[config.mk]
export PLATFORM = sky130hd
export DESIGN_NAME = fifo_search
export DESIGN_NICKNAME = d
export VERILOG_FILES = /design/src/rtl/fifo_search.sv
export SDC_FILE = /design/constraint.sdc
export NUM_CORES = 1
export LEC_CHECK = 0
export CAP_MARGIN = 20
export CORE_AREA = 10 10 283 285
export CTS_CLUSTER_DIAMETER = 100
export DETAILED_ROUTE_END_ITERATION = 10
export DIE_AREA = 0 0 293 295
export GPL_ROUTABILITY_DRIVEN = 0
export SLEW_MARGIN = 5
export SYNTH_ARGS = -nofsm -noshare
export SYNTH_HDL_FRONTEND = slang
export SYNTH_SLANG_ARGS = --single-unit
[constraint.sdc]
create_clock -name clk -period 13.3 [get_ports clk]
set_input_delay 1.33 -clock clk [delete_from_list [all_inputs] [get_ports clk]]
set_output_delay 1.33 -clock clk [all_outputs]
set_load 0.1 [all_outputs]
[src/rtl/fifo_search.sv]
// Synchronous FIFO with a multi-lane masked content search over the occupied entries.
// Define FIFO_SEARCH_FWFT_EN for first-word-fall-through reads; the default is a registered read.
module fifo_search #(
    parameter int DATA_WIDTH = 32,
    parameter int ADDR_WIDTH = 4,
    parameter int LANES      = 1
) (
    input  logic                  clk,
    input  logic                  rst,
    input  logic                  wren,
    input  logic [DATA_WIDTH-1:0] wdat,
    input  logic                  rden,
    output logic [DATA_WIDTH-1:0] rdat,
    output logic                  rvld,
    output logic                  full,
    output logic                  empty,
    output logic [ADDR_WIDTH:0]   count,
    input  logic                  srch_req,
    input  logic [DATA_WIDTH-1:0] srch_dat,
    input  logic [DATA_WIDTH-1:0] srch_mask,
    output logic                  srch_busy,
    output logic                  srch_done,
    output logic                  srch_hit,
    output logic [ADDR_WIDTH-1:0] srch_idx,
    output logic [1:0]            srch_state
);
    localparam int DEPTH = 1 << ADDR_WIDTH;
    localparam int OW    = ADDR_WIDTH + 2;
    localparam logic [ADDR_WIDTH:0] PTR_ONE = 1;

    typedef enum logic [1:0] {
        S_IDLE   = 2'd0,
        S_SCAN   = 2'd1,
        S_RESULT = 2'd2
    } state_t;

    state_t                state;
    logic [DATA_WIDTH-1:0] mem [DEPTH];
    logic [ADDR_WIDTH:0]   wr_ptr, rd_ptr;
    logic                  wr_acc, rd_acc;

    logic [DATA_WIDTH-1:0] key_q, mask_q;
    logic [ADDR_WIDTH:0]   base_q;
    logic [OW-1:0]         len_q, scan_off;
    logic [LANES-1:0]      lane_hit;
    logic                  any_hit, scan_last;
    logic [ADDR_WIDTH-1:0] hit_off;

    // Handshakes: a write happens on a clock edge where wren=1 and full=0; a read happens
    // where rden=1, empty=0 and srch_busy=0. rvld marks the cycle rdat carries popped data.
    assign empty      = (wr_ptr == rd_ptr);
    assign full       = (wr_ptr[ADDR_WIDTH] != rd_ptr[ADDR_WIDTH]) &&
                        (wr_ptr[ADDR_WIDTH-1:0] == rd_ptr[ADDR_WIDTH-1:0]);
    assign count      = wr_ptr - rd_ptr;
    assign srch_busy  = (state == S_SCAN);
    assign srch_state = state;
    assign wr_acc     = wren & ~full;
    assign rd_acc     = rden & ~empty & ~srch_busy;

    always_ff @(posedge clk) begin
        if (rst) begin
            wr_ptr <= '0;
            rd_ptr <= '0;
        end else begin
            if (wr_acc) wr_ptr <= wr_ptr + PTR_ONE;
            if (rd_acc) rd_ptr <= rd_ptr + PTR_ONE;
        end
    end

    always_ff @(posedge clk) begin
        if (!rst && wr_acc) mem[wr_ptr[ADDR_WIDTH-1:0]] <= wdat;
    end

`ifdef FIFO_SEARCH_FWFT_EN
    assign rvld = ~empty & ~srch_busy;
    assign rdat = rvld ? mem[rd_ptr[ADDR_WIDTH-1:0]] : '0;
`else
    always_ff @(posedge clk) begin
        if (rst) begin
            rvld <= 1'b0;
            rdat <= '0;
        end else begin
            rvld <= rd_acc;
            rdat <= rd_acc ? mem[rd_ptr[ADDR_WIDTH-1:0]] : '0;
        end
    end
`endif

    for (genvar l = 0; l < LANES; l++) begin : g_lane
        logic [OW-1:0]         off;
        logic [ADDR_WIDTH-1:0] slot;
        assign off         = scan_off + OW'(l);
        assign slot        = base_q[ADDR_WIDTH-1:0] + off[ADDR_WIDTH-1:0];
        assign lane_hit[l] = (off < len_q) && (((mem[slot] ^ key_q) & mask_q) == '0);
    end

    // Walk lanes high to low so the lowest matching offset is the one kept.
    always_comb begin
        any_hit = |lane_hit;
        hit_off = scan_off[ADDR_WIDTH-1:0];
        for (int l = LANES - 1; l >= 0; l--) begin
            if (lane_hit[l]) hit_off = scan_off[ADDR_WIDTH-1:0] + ADDR_WIDTH'(l);
        end
    end

    assign scan_last = (scan_off + OW'(LANES)) >= len_q;

    always_ff @(posedge clk) begin
        if (rst) begin
            state     <= S_IDLE;
            srch_done <= 1'b0;
            srch_hit  <= 1'b0;
            srch_idx  <= '0;
            key_q     <= '0;
            mask_q    <= '0;
            base_q    <= '0;
            len_q     <= '0;
            scan_off  <= '0;
        end else begin
            srch_done <= 1'b0;
            srch_hit  <= 1'b0;
            srch_idx  <= '0;
            case (state)
                S_IDLE, S_RESULT: begin
                    state <= S_IDLE;
                    if (srch_req) begin
                        // A read popping on this same edge is excluded from the snapshot.
                        key_q    <= srch_dat;
                        mask_q   <= srch_mask;
                        base_q   <= rd_ptr + {{ADDR_WIDTH{1'b0}}, rd_acc};
                        len_q    <= OW'(count) - OW'(rd_acc);
                        scan_off <= '0;
                        state    <= S_SCAN;
                    end
                end
                S_SCAN: begin
                    scan_off <= scan_off + OW'(LANES);
                    if (any_hit || scan_last) begin
                        state     <= S_RESULT;
                        srch_done <= 1'b1;
                        srch_hit  <= any_hit;
                        srch_idx  <= any_hit ? hit_off : '0;
                    end
                end
                default: state <= S_IDLE;
            endcase
        end
    end
endmodule

==> results.cfg <==
[detailed_routing]
via_per_inst = 5.87
drt_iter0_drc = 1985
dr.pass1.iters = 5
via_count = 17200
post_drt_wl_per_cell_um = 29.3
drc = 0
routed_wl_um = 85700
ant_nets = 0

[timing]
fin_tns_setup_ps = 0
finalHoldViolCount = 0
tightest_slew_ps = 1140
min_period_ps = 6100
finalCritPeriodShare = 0.459
rsz0062_at_grt = false
fin_worst_skew_ps = 24.9
finalSetupViolations = 0
fmax_ghz = 0.164
max_slew_margin = 0.242
slew_violations = 0

[global_route]
grt_overflow_total = 0
grt_pass1_wl_um = 125000
antenna_found_initial = 3
grt_usage = 0.197
grt_pass1_vias = 17700
grt_max_degree = 81

[synth]
synth_nets = 1897
synth_area_per_cell_um2 = 16.7
synthArstFlopShare = 0
synth_seq_cells = 643
yosysWarnings = 0
yosysUniqueCellTypes = 63
netlist_area_um2 = 29400
yosysSeqAreaShare = 0.612
synth_edf_count = 512
synth_cells = 1765
synth_flop_cell = edfxtp_1

[setup_path]
start_kind = flop
worst-setup-path-type = reg2reg
cp_max_fo = 61
critPathArrivalTime_ps = 6540
cp-end-kind = flop
cp.required_ps = 13740

[floorplan]
start_util = 0.396
dieHeight_um = 295
core-area_um2 = 74200
dieArea_um2 = 86400
fp.dieW_um = 293
boundaryPins = 150
num_rows = 100

[final_layout]
n_antenna_cell = 0
fin_nets = 2039
drive_gt1_frac = 0.224
area_growth_pct = 16.8
stdcell_count = 2928

[clocking]
cts_setup_buffers = 0
cts_tree = built
h-tree-depth = 3
root_buffer = clkbuf_16
clk_pin_slew_ps = 60
cts_buffers = 71
cts_sinks = 643
insertion_delay_ps = 610
cts_resized = 0
cts_hold_repair.buffers = 0
cts.path.max_buffers = 3

[placement]
port_buffers = 149
dp_cells = 2803
hpwlAfterDp_um = 51100

[run]
cap_violations = 0

[power]
total_power_uw = 5170
cellPowerDensity_nw_per_um2 = 151
vdd_ir_drop_max_v = 0.0000869
p_leak_uw = 0.0108

[outcome]
run_status = finished, final reports clean

[worst_hold_path]
hp-class = reg2reg
==> worst paths after layout <==
| kind | cells after the start | slack [ps] | startpoint | end |
|---|---|---|---|---|
| setup / recovery | 13 | 7200 | scan_off[0] | srch_state[0] |
| hold / removal | 2 | 460 | len_q[2] | len_q[2] |
| setup reg to reg | 13 | 7200 | scan_off[0] | srch_state[0] |
| hold reg to reg | 2 | 460 | len_q[2] | len_q[2] |
==> logic make-up (layout without fill, tap and decap cells) <==
kind of cell / after synthesis / after routing / share of synthesized area
adders and majority gates: 31 / 31 / 0.0137
DFF: 643 / 643 / 0.612
muxes: 370 / 370 / 0.241
and+or+nand+nor: 335 / 335 / 0.0525
buffers and inverters: 144 / 338 / 0.0223
xor gates and xnor gates: 87 / 87 / 0.0268
AOI/OAI and AO/OA: 155 / 155 / 0.0317
==> critical path, stage by stage (launching register included) <==
cell      delay, ps
dfxtp_1         400
ha_4            210
fa_4            730
buf_4           810
buf_4           880
mux2i_1         160
mux4_2          490
xnor2_1         140
a32oi_1         340
o211ai_1        160
or4_1           420
or4_4           580
o311ai_0        360
a21oi_1         110
==> layer usage <==
layer	global-route usage	wire (µm)	vias to the layer above
li1	-	-	7292
met1	0.274	36600	9003
met2	0.309	39600	785
met3	0.0468	7710	117
met4	0.0512	1790	4
met5	0	32	-
==> synthesized netlist by cell type (10+ instances only) <==
cell,instances,area [µm²]
nor2_1,48,180
nand4_1,10,62.6
dfxtp_1,131,2620
buf_2,27,135
inv_1,26,97.6
mux2i_1,98,981
a22oi_1,13,97.6
xor2_1,20,175
nand3_1,25,125
clkbuf_1,48,180
mux4_2,263,5920
a21oi_1,88,440
ha_1,29,363
nand2_1,172,646
buf_1,27,101
edfxtp_1,512,15400
nor2b_1,37,231
xnor2_1,65,569
o21ai_0,12,60.1
==> registers in the layout, summed over array words and instances, names as in the netlist, 2 cells and up <==
name        cells
len_q           6
key_q          32
wr_ptr          5
mask_q         32
mem           512
rdat           32
srch_idx        4
srch_state      2
scan_off        6
base_q          4
rd_ptr          5
==> final cells by class <==
| cell class | count | area, µm² |
|---|---|---|
| multi-input cells | 978 | 10900 |
| fillers | 6402 | 39900 |
| clock inverters | 39 | 453 |
| flip-flops and latches | 643 | 18000 |
| repair buffers | 185 | 1760 |
| inverters | 28 | 105 |
| well taps | 969 | 1210 |
| clock buffers | 86 | 1880 |
==> cells in the final DEF, fill, tap and decap left out, types with 10 or more instances in the layout <==
master / count
clkdlybuf4s50_1: 148
clkinv_1: 12
xor2_1: 20
a22oi_1: 13
nor2b_1: 36
nor2_1: 36
nand2_1: 172
nor2_4: 12
a21oi_1: 88
xnor2_1: 65
nand3_1: 25
buf_4: 37
clkbuf_1: 10
mux2i_1: 98
clkinv_2: 11
mux4_2: 263
ha_1: 28
o21ai_0: 12
dfxtp_1: 128
bufinv_16: 10
clkbuf_16: 71
edfxtp_1: 512
nand4_1: 10
inv_1: 25
==> metrics by stage <==
step	utilization	instance area [µm²]	worst slack (ps)	hold slack, ps
after floorplan	-	29400	8480	432
after global placement	0.431	32000	7190	446
after detailed placement	0.431	32000	7250	455
after CTS	0.463	34300	7240	464
after global routing	0.463	34300	6850	489
final	0.463	34300	7200	461
==> power breakdown <==
group / switching, µW / total, µW / internal [µW] / leakage [µW]
Clock: 801 / 2000 / 1200 / 0.00114
Combinational: 514 / 912 / 398 / 0.00398
Sequential: 48.9 / 2260 / 2210 / 0.00568
Total: 1360 / 5170 / 3810 / 0.0108
Note: power is estimated with default switching activity, not from simulation.
